===== config.mk =====
export PLATFORM = sky130hd
export DESIGN_NAME = cpu_wait_memory
export DESIGN_NICKNAME = d
export VERILOG_FILES = /design/src/rtl/cpu_mem_pkg.sv /design/src/rtl/cpu_wait_memory_mem_array.sv /design/src/rtl/cpu_wait_memory.sv
export SDC_FILE = /design/constraint.sdc
export NUM_CORES = 1
export LEC_CHECK = 0
export CELL_PAD_IN_SITES_DETAIL_PLACEMENT = 1
export CELL_PAD_IN_SITES_GLOBAL_PLACEMENT = 2
export CORE_UTILIZATION = 45
export CTS_BUF_LIST = sky130_fd_sc_hd__clkbuf_8
export CTS_CLUSTER_SIZE = 40
export DETAILED_ROUTE_END_ITERATION = 8
export GPL_ROUTABILITY_DRIVEN = 1
export GPL_TIMING_DRIVEN = 0
export PLACE_DENSITY_LB_ADDON = 0.1
export SLEW_MARGIN = 40
export SYNTH_ARGS = -nofsm -noshare
export SYNTH_HDL_FRONTEND = slang
export SYNTH_SLANG_ARGS = --single-unit

===== constraint.sdc =====
create_clock -name clk -period 5.5 [get_ports clk]
set_clock_uncertainty 0.1 [all_clocks]
set_input_delay 0.55 -clock clk [delete_from_list [all_inputs] [get_ports clk]]
set_output_delay 0.55 -clock clk [all_outputs]
set_load 0.05 [all_outputs]

===== src/rtl/cpu_mem_pkg.sv =====
// Shared types and default widths for the CPU wait-state memory model.
package cpu_mem_pkg;

   localparam int unsigned MEM_DATA_WIDTH = 8;
   localparam int unsigned MEM_ADDR_WIDTH = 4;
   localparam int unsigned MEM_CNT_WIDTH  = 4;

   typedef enum logic [1:0] {
      IDLE = 2'd0,
      WAIT = 2'd1,
      DONE = 2'd2
   } mem_state_t;

endpackage


===== src/rtl/cpu_wait_memory_mem_array.sv =====
// DEPTH x DATA_WIDTH storage: two prioritised write ports, one registered read port.
module mem_array #(
   parameter int unsigned DATA_WIDTH = 8,
   parameter int unsigned ADDR_WIDTH = 4,
   parameter int unsigned DEPTH      = 16
) (
   input  logic                  clk,
   input  logic                  we0,
   input  logic [ADDR_WIDTH-1:0] waddr0,
   input  logic [DATA_WIDTH-1:0] wdata0,
   input  logic                  we1,
   input  logic [ADDR_WIDTH-1:0] waddr1,
   input  logic [DATA_WIDTH-1:0] wdata1,
   input  logic                  re,
   input  logic                  rclr,
   input  logic [ADDR_WIDTH-1:0] raddr,
   output logic [DATA_WIDTH-1:0] rdata
);

   localparam int unsigned IDX_W = (DEPTH > 1) ? $clog2(DEPTH) : 1;

   logic [DATA_WIDTH-1:0] mem_q [DEPTH];
   logic [DATA_WIDTH-1:0] rdata_q;

   // Port 0 is written last so it wins on an address collision.
   always_ff @(posedge clk) begin
      if (we1) mem_q[IDX_W'(waddr1)] <= wdata1;
      if (we0) mem_q[IDX_W'(waddr0)] <= wdata0;
   end

   // Read sees the array contents from before any same-edge write.
   always_ff @(posedge clk) begin
      if (rclr)    rdata_q <= '0;
      else if (re) rdata_q <= mem_q[IDX_W'(raddr)];
   end

   assign rdata = rdata_q;

endmodule


===== src/rtl/cpu_wait_memory.sv =====
// CPU memory model with programmable wait states, ready pulse, sticky error and preload port.
module cpu_wait_memory
   import cpu_mem_pkg::*;
#(
   parameter int unsigned DATA_WIDTH  = MEM_DATA_WIDTH,
   parameter int unsigned ADDR_WIDTH  = MEM_ADDR_WIDTH,
   parameter int unsigned DEPTH       = 16,
   parameter int unsigned WAIT_STATES = 0
) (
   input  logic                  clk,
   input  logic                  clr,
   input  logic                  read,
   input  logic                  write,
   input  logic [ADDR_WIDTH-1:0] address,
   input  logic [DATA_WIDTH-1:0] memoryIn,
   output logic [DATA_WIDTH-1:0] memoryOut,
   output logic                  ready,
   output logic                  err,
   input  logic                  load_en,
   input  logic [ADDR_WIDTH-1:0] load_addr,
   input  logic [DATA_WIDTH-1:0] load_data
);

   localparam int unsigned       CNT_W   = MEM_CNT_WIDTH;
   localparam logic [ADDR_WIDTH:0] DEPTH_L = (ADDR_WIDTH + 1)'(DEPTH);
   localparam logic [CNT_W-1:0]  WAIT_L  = CNT_W'(WAIT_STATES);

   function automatic logic in_range(input logic [ADDR_WIDTH-1:0] a);
      return ({1'b0, a} < DEPTH_L);
   endfunction

   mem_state_t            state_q, state_d;
   logic [CNT_W-1:0]      cnt_q, cnt_d;
   logic [ADDR_WIDTH-1:0] addr_q, addr_d;
   logic [DATA_WIDTH-1:0] data_q, data_d;
   logic                  wr_q, wr_d;
   logic                  err_q, err_d;
   logic                  ready_q, ready_d;

   logic                  commit;
   logic [ADDR_WIDTH-1:0] cur_addr;
   logic [DATA_WIDTH-1:0] cur_data;
   logic                  cur_wr;
   logic                  cur_ok;
   logic                  cpu_we;
   logic                  rd_en;
   logic                  rd_zero;
   logic                  pre_we;

   always_ff @(posedge clk) begin
      if (clr) begin
         state_q <= IDLE;
         cnt_q   <= '0;
         addr_q  <= '0;
         data_q  <= '0;
         wr_q    <= 1'b0;
         err_q   <= 1'b0;
         ready_q <= 1'b0;
      end else begin
         state_q <= state_d;
         cnt_q   <= cnt_d;
         addr_q  <= addr_d;
         data_q  <= data_d;
         wr_q    <= wr_d;
         err_q   <= err_d;
         ready_q <= ready_d;
      end
   end

   // Next-state logic; commit marks the edge entering DONE, which with zero
   // wait states is the capture edge itself, so the live request is used then.
   always_comb begin
      state_d  = state_q;
      cnt_d    = cnt_q;
      addr_d   = addr_q;
      data_d   = data_q;
      wr_d     = wr_q;
      err_d    = err_q;
      commit   = 1'b0;
      cur_addr = addr_q;
      cur_data = data_q;
      cur_wr   = wr_q;

      unique case (state_q)
         IDLE: begin
            if (read | write) begin
               addr_d   = address;
               data_d   = memoryIn;
               wr_d     = write;
               cnt_d    = WAIT_L;
               cur_addr = address;
               cur_data = memoryIn;
               cur_wr   = write;
               if ((read & write) | !in_range(address)) err_d = 1'b1;
               if (WAIT_STATES == 0) begin
                  state_d = DONE;
                  commit  = 1'b1;
               end else begin
                  state_d = WAIT;
               end
            end
         end
         WAIT: begin
            cnt_d = cnt_q - CNT_W'(1);
            if (cnt_q <= CNT_W'(1)) begin
               state_d = DONE;
               commit  = 1'b1;
            end
         end
         DONE:    state_d = IDLE;
         default: state_d = IDLE;
      endcase

      cur_ok  = in_range(cur_addr);
      cpu_we  = commit & cur_wr & cur_ok & ~clr;
      rd_en   = commit & ~cur_wr & cur_ok & ~clr;
      rd_zero = clr | (commit & ~cur_wr & ~cur_ok);
      ready_d = commit;
      pre_we  = load_en & in_range(load_addr);
   end

   mem_array #(
      .DATA_WIDTH (DATA_WIDTH),
      .ADDR_WIDTH (ADDR_WIDTH),
      .DEPTH      (DEPTH)
   ) u_array (
      .clk    (clk),
      .we0    (pre_we),
      .waddr0 (load_addr),
      .wdata0 (load_data),
      .we1    (cpu_we),
      .waddr1 (cur_addr),
      .wdata1 (cur_data),
      .re     (rd_en),
      .rclr   (rd_zero),
      .raddr  (cur_addr),
      .rdata  (memoryOut)
   );

   assign ready = ready_q;
   assign err   = err_q;

endmodule


* Word level (Yosys, flattened, before mapping)
Memories as Yosys holds them, arrays and structs flattened. A register that Yosys moved wholly into a read port is not among the register bits.
Cells that the tools add are included.
** Operators by class
- Reductions and logical operators :: 5
- Multiplexer cells :: 18
- $lt $le $gt $ge :: 1
- Add/subtract/negate cells :: 1
- Bitwise gates (word level) :: 8
- Eq/ne operators :: 3
** Operators by type and width (number)
- 2-to-1 mux 8 bit :: 2
- 2-to-1 mux 4 bit :: 3
- 2-to-1 mux 1 bit :: 8
- one-hot mux 4 bit (2 select lines) :: 1
- AND 1 bit :: 5
- <= comparator 4 x 1 -> 1 bit (second input constant) :: 1
- 2-to-1 mux 2 bit :: 2
- inequality test 2 bit (second input constant) :: 2
- one-hot mux 2 bit (2 select lines) :: 1
- AND reduction 2 bit :: 2
- subtractor 4 x 1 -> 4 bit (second input constant) :: 1
- AND reduction 3 bit :: 1
- equality test 2 x 1 -> 1 bit (second input constant) :: 1
- logical NOT 2 bit :: 1
- inverter 1 bit :: 2
- one-hot mux 1 bit (2 select lines) :: 1
- nonzero test 2 bit :: 1
- OR 1 bit :: 1
** Storage, ports and cells
- Register bits after elaboration :: 21
- Memories kept :: 1
- Word-level logic and storage cells :: 44
- RAM bits :: 128
- Output and inout port bits :: 10
** Memory list
- u_array.mem_q :: words 16, bits a word 8, rd ports 1, clocked after Yosys merged registers in 1, wr ports 2, RTL line cpu_wait_memory_mem_array.sv:22 : logic [DATA_WIDTH-1:0] mem_q [DEPTH];

* Longest topological paths before layout
- Depth after elaboration :: 7
- Gate-level depth with buffers :: 9
- Gate-level depth less buffers :: 6

* Cells and area by module
Synthesis repeated with hierarchy kept, for this count alone.
** Unflattened totals
- Cells, all modules :: 544
- Area total of the unflattened synthesis :: 7732.4 um^2
** By module, submodules not included
- mem_array :: sequential area each 4003.8 um^2, cells each 493, area each 7086.8 um^2, instances 1
- cpu_wait_memory :: sequential area each 300.3 um^2, cells each 51, area each 645.6 um^2, instances 1

* Worst setup path before layout
No wires, ideal clock.
- Path kind :: input to register
- Start :: input port write
- End :: memory u_array.mem_q[13][0] (enable)
- Buffers on the path :: 3
- Arrival time :: 2.247 ns
- Required time :: 5.016 ns
- Stages :: 7
- Library setup time :: 0.384 ns
- Path slack :: 2.769 ns
- Path through :: o21bai_4 -> buf_12 -> mux2i_4 -> buf_8 -> buf_8 -> nand2_1 -> o21ai_0
** RTL lines
- start, declared :: RTL line cpu_wait_memory.sv:13 : input logic write,
- end, declared :: RTL line cpu_wait_memory_mem_array.sv:22

==> results.ini <==
[clocking]
cts_tree=built
clock_sinks=150
cts_root_buffer=clkbuf_8
holdBufCountCts=0
cts_max_level=4
clk_path_buf_depth=2
postCtsSetupBuffers=0
clkLatencyLatePin_ns=0.46
clkTransAtPathRegs_ns=0.07
cts.repair.resized=0
cts_buffers=17

[setup_path]
cp.required_ns=5.48
r2r_setup_slack_ns=2.47
cp.depth=8
cp.arrival_ns=3.25
crit_top_cell=buf_8
start_kind=primary input
crit_slowest_cell=o21ai_1
worstRegToRegCells=7
cp.buffers_inverters=4
endpoint_kind=flip-flop
cp_max_fo=10
crit_type=primary input to flip-flop
critical_path.top_delay_family=buffers and inverters
crit_path_max_incr_delay_ns=0.73
path_cells=clkdlybuf4s50_1, o21bai_4, buf_12, mux2i_4, buf_8, buf_8, nand2_1, o21ai_1

[floorplanning]
die_x_um=129
die_y_um=129
die_area_um2=16700
floorplan.initialDensity_pct=46.0
core-area_um2=15900
io_pins=39
placementRows=46

[finish]
diodes=0
final_area_um2=8370
num-nets-final=712
seq_area_um2=4280
area_growth_pct=14.7
fillers=1713
multi_input_area_um2=2830
drive_gt1_share_pct=11.4
final_cells=912

[synthesis]
async_reset_ff_share_pct=0
synth_nets=657
ys_types=41
synth-seq-cells=150
syn_avg_cell_area_um2=11.6
syn-cell-area_um2=7300
synth_flop_cell=edfxtp_1
ys_warn_count=0
synthCells=628
synth_edf_count=128
yosysSeqAreaShare_pct=58.7

[min_path]
whs_path_depth=2
holdCritPathClass=flip-flop to flip-flop

[timing]
hold_viol=0
slew_headroom_pct=41.3
post-route-period-util_pct=59.3
worst_pin_slew_ns=0.880
rsz0062_at_grt=false
tns_ns=0
period_needed_ns=3.26
slew_violations=0
setup_viol=0
clock.fmax_mhz=307

[global_routing]
grt-ovfl-total=0
grt_pass1_wl_mm=35.3
groute.usage.overall_pct=30.8
antenna_found_initial=0
grt_start_max_net_pins=17
grt_pass1_vias=5555

[placed_design]
dp.cells=880
dpl.hpwl_mm=17.0
place_area_um2=7970
place.gp.congestion=0.902
port_buffers=36

[pwr]
irDropWorstVdd_uv=143
p_leak_nw=2.95
pwr_density_cell_nw_per_um2=302
power_w=0.00253

[routing]
wl_per_cell_um=26.7
drc=0
drtIter0Drc=541
dr.pass1.iters=5
routed_wirelength_mm=24.3
vias=5493
antenna_left=0
vias_per_cell=6.02

[job]
drv_cap=0

[run_status]
status=finished clean

cells by family (layout without fill, tap and decap cells):
| group | Yosys count | count (layout) | share of synthesized area [%] |
|---|---|---|---|
| buf+inv | 56 | 124 | 3.69 |
| compound gates | 155 | 155 | 11.8 |
| flops | 150 | 150 | 58.7 |
| mux | 71 | 71 | 14.7 |
| simple gates | 196 | 196 | 11.2 |
final timing paths:
check / from / end
worst max-delay path: write / u_array.mem_q[4][0]
worst min-delay path: u_array.rdata[6] / u_array.rdata[6]
worst max register to register: state_q[1] / u_array.mem_q[4][0]
worst min register to register: u_array.rdata[6] / u_array.rdata[6]
worst register-to-register path, cell delays in order (launching register included):
cell and delay (ns):
dfxtp_1 0.40, o21bai_4 0.16, buf_12 0.17, mux2i_4 0.51, buf_8 0.24, buf_8 0.16, nand2_1 0.20, o21ai_1 0.73
sequential cells by signal (all words and copies together) (netlist names):
signal	count
data_q	8
ready	1
u_array.rdata	8
err	1
state_q	1
addr_q	3
u_array.mem_q	128
layer usage:
metal  track usage, %  part of all wire [%]  vias to the layer above
li1                 -                     -                     2432
met1             41.0                    43                     2813
met3             4.91                   5.9                       34
met2             51.7                    49                      214
met4             9.62                   2.1                        0
met5                0                     0                        -
metrics by stage:
| stage | util, % | hold WS (ns) | worst slack [ns] |
|---|---|---|---|
| 5_1_grt | 52.7 | 0.425 | 2.10 |
| 3_3_place_gp | 49.9 | 0.351 | 1.40 |
| 2_1_floorplan | - | 0.428 | 2.77 |
| 4_1_cts | 52.4 | 0.390 | 2.22 |
| 3_5_place_dp | 50.2 | 0.370 | 1.73 |
| 6_report | 52.7 | 0.385 | 2.24 |
layout make-up:
type	count	area share, %
Multi-Input combinational cell	422	33.8
Buffer	48	2.87
Inverter	8	0.359
Tap cell	216	3.23
Clock buffer	17	2.80
Timing Repair Buffer	36	4.30
Clock inverter	15	1.46
Sequential cell	150	51.2
power breakdown:
part	switching, W	internal [W]	leakage (nW)
sequential	0.0000125	0.00129	1.35
clock	0.000427	0.000388	0.191
combinational	0.000269	0.000147	1.41
cells in the mapped netlist, drive strengths merged, types with 2 or more instances:
master | instances | share of area [%]
and3b | 3 | 0.36
a32oi | 2 | 0.24
a21oi | 117 | 8.1
o21ai | 13 | 0.89
nor3b | 3 | 0.31
o21bai | 4 | 0.57
and2 | 2 | 0.17
buf | 15 | 1.6
nor2 | 126 | 6.5
and3 | 2 | 0.17
a22oi | 7 | 0.79
mux2i | 47 | 7.0
mux4 | 21 | 7.2
edfxtp | 128 | 53
nand3 | 12 | 0.82
mux2 | 3 | 0.51
clkbuf | 33 | 1.7
o22ai | 7 | 0.60
nor2b | 5 | 0.43
nand2 | 38 | 2.0
dfxtp | 22 | 6.0
inv | 8 | 0.41
nand2b | 3 | 0.26
cells in the final DEF, fill, tap and decap left out, drive strengths merged, types with 2 or more instances in the layout:
cell           instances
nand3                 12
a32oi                  2
and2                   2
clkinv                 8
mux4                  21
and3b                  3
o21bai                 4
dfxtp                 22
clkdlybuf4s50         36
buf                   15
a22oi                  7
nor3b                  3
nor2                 126
clkinvlp               2
mux2                   3
nand2                 38
nand2b                 3
o22ai                  7
and3                   2
clkbuf                50
inv                   11
nor2b                  5
o21ai                 13
mux2i                 47
edfxtp               128
bufinv                 2
a21oi                117
No activity file was read; power rests on OpenSTA's default activity.
